===== src/rtl/sdram_test_bridge.sv =====
`default_nettype none
// ============================================================================
//  Module   : sdram_test_bridge
//  Purpose  : Buffers tester write/read pulses in a small FIFO and replays them
//             as Avalon-MM transactions with auto-incrementing addresses.
//  Revision : 1.0  initial release
// ============================================================================
module sdram_test_bridge #(
   parameter int ADDR_W     = 25,
   parameter int DATA_W     = 16,
   parameter int SPAN_W     = 16,
   parameter int FIFO_DEPTH = 4,
   parameter int MAX_RD     = 4
) (
   input  logic              iCLK,
   input  logic              iRST,
   input  logic              iCLR,
   input  logic              write,
   input  logic [DATA_W-1:0] writedata,
   input  logic              read,
   output logic [DATA_W-1:0] readdata,
   output logic              rd_valid,
   output logic              busy,
   output logic [2:0]        oERR,
   output logic [ADDR_W-1:0] av_address,
   output logic              av_write,
   output logic              av_read,
   output logic [DATA_W-1:0] av_writedata,
   input  logic              av_waitrequest,
   input  logic [DATA_W-1:0] av_readdata,
   input  logic              av_readdatavalid
);

   localparam int c_PTR_W  = $clog2(FIFO_DEPTH);
   localparam int c_PEND_W = $clog2(MAX_RD + 1);
   localparam logic [c_PEND_W-1:0] c_MAX_RD = c_PEND_W'(MAX_RD);

   typedef enum logic [0:0] {
      ST_IDLE  = 1'b0,
      ST_ISSUE = 1'b1
   } state_t;

   state_t              r_state, w_state_nxt;

   // Entry layout: {is_write, data}; read entries carry zero data.
   logic [DATA_W:0]     r_fifo [FIFO_DEPTH];
   logic [c_PTR_W:0]    r_wptr, r_rptr, w_wptr_nxt, w_rptr_nxt;
   logic [SPAN_W-1:0]   r_wr_addr, r_rd_addr, w_wr_addr_nxt, w_rd_addr_nxt;
   logic [c_PEND_W-1:0] r_pend, w_pend_nxt;
   logic [c_PEND_W:0]   w_pend_chk;
   logic [DATA_W:0]     w_head, w_push_word;
   logic                w_empty, w_full;
   logic                w_push, w_push_ok, w_overflow, w_collide, w_spurious;
   logic                w_accept, w_acc_wr, w_acc_rd, w_ret;
   logic                w_issuable, w_load, w_strobe_nxt;

   assign w_empty     = (r_wptr == r_rptr);
   assign w_full      = (r_wptr[c_PTR_W] != r_rptr[c_PTR_W]) &&
                        (r_wptr[c_PTR_W-1:0] == r_rptr[c_PTR_W-1:0]);
   assign w_head      = r_fifo[r_rptr[c_PTR_W-1:0]];
   assign w_push      = (write | read) & ~iCLR;
   assign w_push_ok   = w_push & ~w_full;
   assign w_overflow  = w_push & w_full;
   assign w_collide   = write & read & ~iCLR;
   assign w_push_word = write ? {1'b1, writedata} : '0;
   assign w_accept    = (r_state == ST_ISSUE) & ~av_waitrequest;
   assign w_acc_wr    = w_accept & av_write;
   assign w_acc_rd    = w_accept & av_read;
   assign w_ret       = av_readdatavalid & (r_pend != '0);
   assign w_spurious  = av_readdatavalid & (r_pend == '0);

   always_comb begin
      w_wr_addr_nxt = r_wr_addr;
      w_rd_addr_nxt = r_rd_addr;
      if (iCLR) begin
         w_wr_addr_nxt = '0;
         w_rd_addr_nxt = '0;
      end else begin
         if (w_acc_wr) w_wr_addr_nxt = r_wr_addr + SPAN_W'(1);
         if (w_acc_rd) w_rd_addr_nxt = r_rd_addr + SPAN_W'(1);
      end

      w_pend_nxt = r_pend;
      if (w_acc_rd && !w_ret)
         w_pend_nxt = r_pend + c_PEND_W'(1);
      else if (!w_acc_rd && w_ret)
         w_pend_nxt = r_pend - c_PEND_W'(1);

      // A read being accepted this edge already counts against the limit.
      w_pend_chk = {1'b0, r_pend} + {{c_PEND_W{1'b0}}, w_acc_rd};
      w_issuable = !w_empty && !iCLR &&
                   (w_head[DATA_W] || (w_pend_chk < {1'b0, c_MAX_RD}));

      w_state_nxt = r_state;
      w_load      = 1'b0;
      case (r_state)
         ST_IDLE: begin
            if (w_issuable) begin
               w_load      = 1'b1;
               w_state_nxt = ST_ISSUE;
            end
         end
         ST_ISSUE: begin
            if (w_accept) begin
               if (w_issuable) w_load      = 1'b1;
               else            w_state_nxt = ST_IDLE;
            end
         end
         default: w_state_nxt = ST_IDLE;
      endcase

      w_strobe_nxt = w_load | ((av_write | av_read) & ~w_accept);

      w_wptr_nxt = r_wptr;
      w_rptr_nxt = r_rptr;
      if (iCLR) begin
         w_wptr_nxt = '0;
         w_rptr_nxt = '0;
      end else begin
         if (w_push_ok) w_wptr_nxt = r_wptr + (c_PTR_W+1)'(1);
         if (w_load)    w_rptr_nxt = r_rptr + (c_PTR_W+1)'(1);
      end
   end

   always_ff @(posedge iCLK or posedge iRST) begin
      if (iRST) begin
         r_state   <= ST_IDLE;
         r_wptr    <= '0;
         r_rptr    <= '0;
         r_wr_addr <= '0;
         r_rd_addr <= '0;
         r_pend    <= '0;
      end else begin
         r_state   <= w_state_nxt;
         r_wptr    <= w_wptr_nxt;
         r_rptr    <= w_rptr_nxt;
         r_wr_addr <= w_wr_addr_nxt;
         r_rd_addr <= w_rd_addr_nxt;
         r_pend    <= w_pend_nxt;
      end
   end

   always_ff @(posedge iCLK) begin
      if (w_push_ok) r_fifo[r_wptr[c_PTR_W-1:0]] <= w_push_word;
   end

   // Loaded addresses use the post-increment counter so back-to-back works.
   always_ff @(posedge iCLK or posedge iRST) begin
      if (iRST) begin
         av_write     <= 1'b0;
         av_read      <= 1'b0;
         av_address   <= '0;
         av_writedata <= '0;
      end else if (w_load) begin
         av_write     <= w_head[DATA_W];
         av_read      <= ~w_head[DATA_W];
         av_address   <= ADDR_W'(w_head[DATA_W] ? w_wr_addr_nxt : w_rd_addr_nxt);
         av_writedata <= w_head[DATA_W-1:0];
      end else if (w_accept) begin
         av_write     <= 1'b0;
         av_read      <= 1'b0;
      end
   end

   always_ff @(posedge iCLK or posedge iRST) begin
      if (iRST) begin
         readdata <= '0;
         rd_valid <= 1'b0;
         oERR     <= '0;
         busy     <= 1'b0;
      end else begin
         rd_valid <= w_ret;
         if (w_ret) readdata <= av_readdata;
         if (iCLR) oERR <= '0;
         else      oERR <= oERR | {w_spurious, w_collide, w_overflow};
         busy     <= (w_wptr_nxt != w_rptr_nxt) | w_strobe_nxt | (w_pend_nxt != '0);
      end
   end

endmodule
`default_nettype wire


===== config.mk =====
export PLATFORM = sky130hd
export DESIGN_NAME = sdram_test_bridge
export DESIGN_NICKNAME = d
export VERILOG_FILES = /design/src/rtl/sdram_test_bridge.sv
export SDC_FILE = /design/constraint.sdc
export NUM_CORES = 1
export LEC_CHECK = 0
export ABC_AREA = 0
export BUFFER_PORTS_ARGS = -buffer_cell sky130_fd_sc_hd__buf_4
export CORE_ASPECT_RATIO = 0.7
export CORE_UTILIZATION = 55
export DETAILED_ROUTE_END_ITERATION = 10
export HOLD_SLACK_MARGIN = 0.05
export PLACE_DENSITY = 0.81
export SYNTH_ARGS = -nofsm -noshare
export SYNTH_HDL_FRONTEND = slang
export SYNTH_SLANG_ARGS = --single-unit

===== constraint.sdc =====
create_clock -name iCLK -period 4.3 [get_ports iCLK]
set_clock_uncertainty 0.2 [all_clocks]
set_input_delay 0.645 -clock iCLK [delete_from_list [all_inputs] [get_ports iCLK]]
set_output_delay 0.645 -clock iCLK [all_outputs]
set_load 0.01 [all_outputs]

==> impl_metrics.toml, run 1 <==
[die]
dieArea_sq_um = 13800
die_x_um = 140
die_y_um = 98.5
fp.coreArea_sq_um = 12700
row_count = 34
initial_core_util = 0.577
ios = 103

[synth]
synthArstFlopShare = 0.588
ys_ff_latch = 165
synth_xor_xnor_area_share = 0.0479
ys_seq_area_frac = 0.611
synth_top_family_by_area = "simple AND/OR/NAND/NOR gates"
synth.area.top_cells = "dfrtp_1 (33%), edfxtp_1 (28%), mux4_2 (4.9%), nand2_1 (4.0%), xnor2_1 (3.1%)"
synthAdderAreaFrac = 0.0171
synth.top_cell.area_share = 0.332
synth_cell_types = 58
syn_area_sq_um = 7310
synth_largest_area_cell = "dfrtp_1"
synth_compound_area_frac = 0.0464
synth_warnings = 0
synth_area_per_cell_sq_um = 12.8
synthMuxAreaShare = 0.101
syn_inst = 570
synth-simple-area-share = 0.136
synth-edff-count = 68
synth_ff_type = "dfrtp_1"

[placed_design]
gp_congestion = 0.855
hpwl_um = 10000
numPortBuffers = 93
dpl_worst_slack_ns = 1.34

[clock_network]
clk_path_buf_depth = 2
tritoncts = "built"
cts_resized = 0
post-cts-setup-buffers = 0
htree_levels = 4
cts_made_buffers = 17
ctsHoldBuffers = 0
root_buffer = "clkbuf_16"
clk_pin_slew_ns = 0.06
insertion_delay_ns = 0.42
cts.sinks = 165

[setup_path]
cp_max_fo = 20
cp.arrival_ns = 3.09
crit_required_ns = 4.37
crit_path_start_kind = "flop"
endpoint_kind = "flop"
criticalPathCategory = "reg2reg"

[global_route]
antenna_found_initial = 0
grt_pass1_wl_um = 24800
grt_start_max_net_pins = 81
grt_pass1_vias = 4845
track_usage = 0.238
grt-ovfl-total = 0

[min_path]
worstHoldPathType = "in2reg"

[layout]
diodes = 0
fin_nets = 709
final_common_cell = "dfrtp_1"
drive_gt1_frac = 0.251
final_cell_mix = "dfrtp_1 (97), buf_4 (96), nand2_1 (77)"
area_growth_pct = 17.9

[power_and_ir_drop]
p_leak_uw = 0.00364
vdd_drop_max_v = 0.000448
power_density_nw_per_um2 = 569

[timing]
postLayoutSetupSlackWorst_ns = 1.28
hold_viol = 0
min_period_over_period = 0.702
rsz0062_at_grt = "no"
fmax_mhz = 331
fin_tns_setup_ns = 0
finalSetupViolCount = 0
tightest_slew_ns = 0.957
slew_violations = 0
slew-limit-headroom = 0.362
min_period_ns = 3.02

[detailed_routing]
num_vias = 4685
via_per_inst = 5.61
dr.first_iter.drc_count = 451
drc = 0
drtPass1Iterations = 5
ant_nets = 0
wire_per_inst_um = 18.2
finalWirelength_um = 15200

[status]
status = "complete, no violations"

[flow_run]
cap_violations = 0
==> state kept, by name (all words and copies together) (netlist names) <==
name,count
r_wr_addr,16
oERR,3
r_rd_addr,16
av_write,1
av_read,1
r_wptr,3
readdata,16
r_pend,3
r_state,1
rd_valid,1
av_address,16
r_fifo,68
av_writedata,16
r_rptr,3
busy,1
==> cell families (layout without fill, tap and decap cells) <==
family / after synthesis / after routing
muxes: 45 / 45
and+or+nand+nor: 206 / 206
DFF: 165 / 165
buffers and inverters: 49 / 144
xor gates and xnor gates: 40 / 40
other: 1 / 9
adders and majority gates: 10 / 10
AOI/OAI and AO/OA: 54 / 54
==> power breakdown <==
group          total (uW)  switching (uW)  internal (uW)
sequential           2060             175           1890
clock                1490             630            863
combinational        1350             690            661
==> critical path, stage by stage, from the launching register on <==
cell	delay, ns
dfrtp_1	0.46
inv_1	0.18
ha_1	0.21
nand2b_1	0.10
nand2_1	0.45
inv_1	0.45
or3_1	0.44
a21oi_1	0.18
a21o_1	0.12
o2111ai_1	0.10
==> worst paths after layout <==
kind,cells past startpoint,end,startpoint,slack (ns)
max in group asynchronous,3,av_writedata[13],iRST,2.79
max reg2reg,9,busy,r_pend[1],1.28
min in group asynchronous,2,readdata[13],iRST,0.25
max,9,busy,r_pend[1],1.28
min,3,readdata[5],av_readdata[5],0.22
min reg2reg,2,readdata[14],readdata[14],0.28
==> synthesized netlist by cell type, types with 12 or more instances <==
cell and instances:
nand2_1 77, inv_1 15, and2_1 20, a21oi_1 14, mux4_2 16, dfrtp_1 97
o21ai_0 20, nand4_1 12, nor3_1 13, xnor2_1 26, edfxtp_1 68, nor2_1 46
xor2_1 14
==> metal layers <==
metal | GRT usage | vias up | part of all wire
met5 | 0 | - | 0
met4 | 0.0828 | 0 | 0.014
met3 | 0.0466 | 18 | 0.057
met2 | 0.387 | 181 | 0.48
met1 | 0.324 | 2304 | 0.45
li1 | - | 2182 | -
==> area by class of cell <==
| cell class | instances | area, sq um |
|---|---|---|
| Tap cell | 162 | 203 |
| Clock inverter | 14 | 153 |
| Clock buffer | 18 | 429 |
| Timing Repair Buffer | 96 | 721 |
| Inverter | 16 | 62.6 |
| Fill cell | 879 | 4050 |
| Sequential cell | 165 | 4470 |
| Multi-Input combinational cell | 364 | 2590 |
==> through the flow <==
| step | hold WS [ns] | area, sq um | utilization | cells | power (uW) |
|---|---|---|---|---|---|
| 6_report | 0.222 | 8620 | 0.680 | 835 | 4910 |
| 5_1_grt | 0.230 | 8620 | 0.680 | 835 | 5130 |
| 4_1_cts | 0.207 | 8620 | 0.680 | 835 | 4940 |
| 3_5_place_dp | 0.271 | 8040 | 0.634 | 803 | 3440 |
| 3_3_place_gp | 0.259 | 8040 | 0.634 | 803 | 3360 |
| 2_1_floorplan | 0.294 | 7340 | - | 578 | 3010 |
No activity file was read; power rests on OpenSTA's default activity.
==> inputs of run 2 (changes only) <==
==> constraint.sdc (replaced) <==
create_clock -name iCLK -period 3.1 [get_ports iCLK]
set_clock_uncertainty 0.2 [all_clocks]
set_input_delay 0.465 -clock iCLK [delete_from_list [all_inputs] [get_ports iCLK]]
set_output_delay 0.465 -clock iCLK [all_outputs]
set_load 0.01 [all_outputs]
==> impl_metrics.toml, run 2 (synthesis results as in run 1) <==
[clock_network]
clk_pin_slew_ns = 0.06
insertion_delay_ns = 0.42
tritoncts = "built"
root_buffer = "clkbuf_16"
post-cts-setup-buffers = 0
clk_path_buf_depth = 2
htree_levels = 4
cts_made_buffers = 17
cts.sinks = 165

[layout]
fill_cells = 833
final_common_cell = "buf_4"
final_cell_mix = "buf_4 (106), dfrtp_1 (97), nand2_1 (77)"
largest_reg_flops = 68
stdcell_count = 858
area_growth_pct = 21.6
fin_area_sq_um = 8890
fin_nets = 732
diodes = 0
drive_gt1_frac = 0.260

[timing]
min_period_over_period = 0.857
slew_violations = 0
hold_ws_ns = 0.0598
slew-limit-headroom = 0.471
fmax_mhz = 376
rsz0062_at_grt = "no"
hold_viol = 0
tightest_slew_ns = 0.792
fin_tns_setup_ns = 0
min_period_ns = 2.66
finalSetupViolCount = 0
postLayoutSetupSlackWorst_ns = 0.442

[die]
die_x_um = 140
ios = 103
fp.coreArea_sq_um = 12700
initial_core_util = 0.577
row_count = 34
dieArea_sq_um = 13800
die_y_um = 98.5

[setup_path]
r2r_cells = 6
r2r_slack_ns = 0.44
rr_endpoint = "av_writedata[2]"
crit_path_start_kind = "flop"
endpoint_kind = "flop"
cp_max_fo = 44
crit_required_ns = 3.19
endpoint = "av_writedata[2]"
criticalPathCategory = "reg2reg"
r2r_start = "r_rptr[0]"
crit_path_start = "r_rptr[0]"
cp.arrival_ns = 2.74

[flow_run]
cap_violations = 0

[global_route]
grt_start_max_net_pins = 45
gr-usage-met1 = 0.334
grtUsageMet3 = 0.0428
grt-busiest-layer = "met2"
use_met2 = 0.397
grt_pass1_vias = 4977
track_usage = 0.244
grt_pass1_wl_um = 25600
antenna_found_initial = 0
grt-ovfl-total = 0

[placed_design]
dpl_worst_slack_ns = 0.470
place_area_sq_um = 8160
numPortBuffers = 93
gp_congestion = 0.849
placed_cells = 815
hpwl_um = 10200

[detailed_routing]
via_per_inst = 5.66
drtPass1Iterations = 5
drc = 0
num_vias = 4853
ant_nets = 0
finalWirelength_um = 15700
wire_per_inst_um = 18.3
dr.first_iter.drc_count = 393

[status]
status = "complete, no violations"

[power_and_ir_drop]
p_leak_uw = 0.00378
power_density_nw_per_um2 = 783
vdd_drop_max_v = 0.000457

[min_path]
worstHoldPathType = "in2reg"
==> run 2: cell count changes in the layout (fill, tap and decap cells not counted) <==
cell | before | now
inv_4 | 1 | 0
clkinvlp_4 | 2 | 1
clkinv_4 | 3 | 4
inv_8 | 1 | 0
buf_4 | 96 | 106
clkbuf_1 | 1 | 2
clkbuf_16 | 17 | 19
buf_12 | 0 | 2
inv_6 | 3 | 1
clkinv_1 | 2 | 1
dlygate4sd3_1 | 0 | 11
clkbuf_8 | 0 | 2
==> run 2: worst max-delay path, stage by stage (launching register included) <==
cell      delay (ns)
dfrtp_1         0.42
buf_4           0.20
xnor2_1         0.36
nand3_1         0.22
o211a_4         0.22
nand2b_4        0.49
mux2_1          0.41
==> run 2: where the power goes <==
group          switching, uW  internal [uW]  total [uW]
Sequential               247           2620        2870
Combinational            976            967        1940
Clock                    826           1330        2160
Total                   2050           4920        6970
==> run 2: metrics by stage <==
stage / total power, uW / util
2_1_floorplan: 4180 / -
3_3_place_gp: 4710 / 0.644
3_5_place_dp: 4800 / 0.644
4_1_cts: 6990 / 0.701
5_1_grt: 7280 / 0.701
6_report: 6970 / 0.701
==> run 2: worst min path at each step <==
stage                     depth (start not counted)             from  slack (ns)           end
final                                             3   av_readdata[8]        0.06   readdata[8]
after detailed placement                          2      readdata[6]        0.27   readdata[6]
after global placement                            2      readdata[4]        0.26   readdata[4]
after floorplan                                   1        r_pend[2]        0.29     r_pend[2]
after global routing                              3   av_readdata[0]        0.05   readdata[0]
after CTS                                         3  av_readdata[12]        0.05  readdata[12]
==> run 2: cell type report <==
cell class,instances,area [sq um],area share
Timing Repair Buffer,119,946,0.106
Multi-Input combinational cell,364,2590,0.291
Sequential cell,165,4470,0.503
Clock inverter,9,114,0.0128
Tap cell,162,203,0.0228
Inverter,16,63.8,0.00718
Clock buffer,23,510,0.0574
==> run 2: metal layers <==
metal / vias to the layer above / wire, um / share of wire
met5: - / 0 / 0
met4: 0 / 218 / 0.014
met3: 26 / 917 / 0.058
met2: 206 / 7570 / 0.48
met1: 2402 / 6990 / 0.45
li1: 2219 / - / -
==> run 2: repair_timing <==
item / CTS / global route
hold buffers: 11 / 0
endpoints found under the setup margin: 0 / 0
endpoints found under the hold margin: 42 / 0
gates resized for setup: 0 / 0
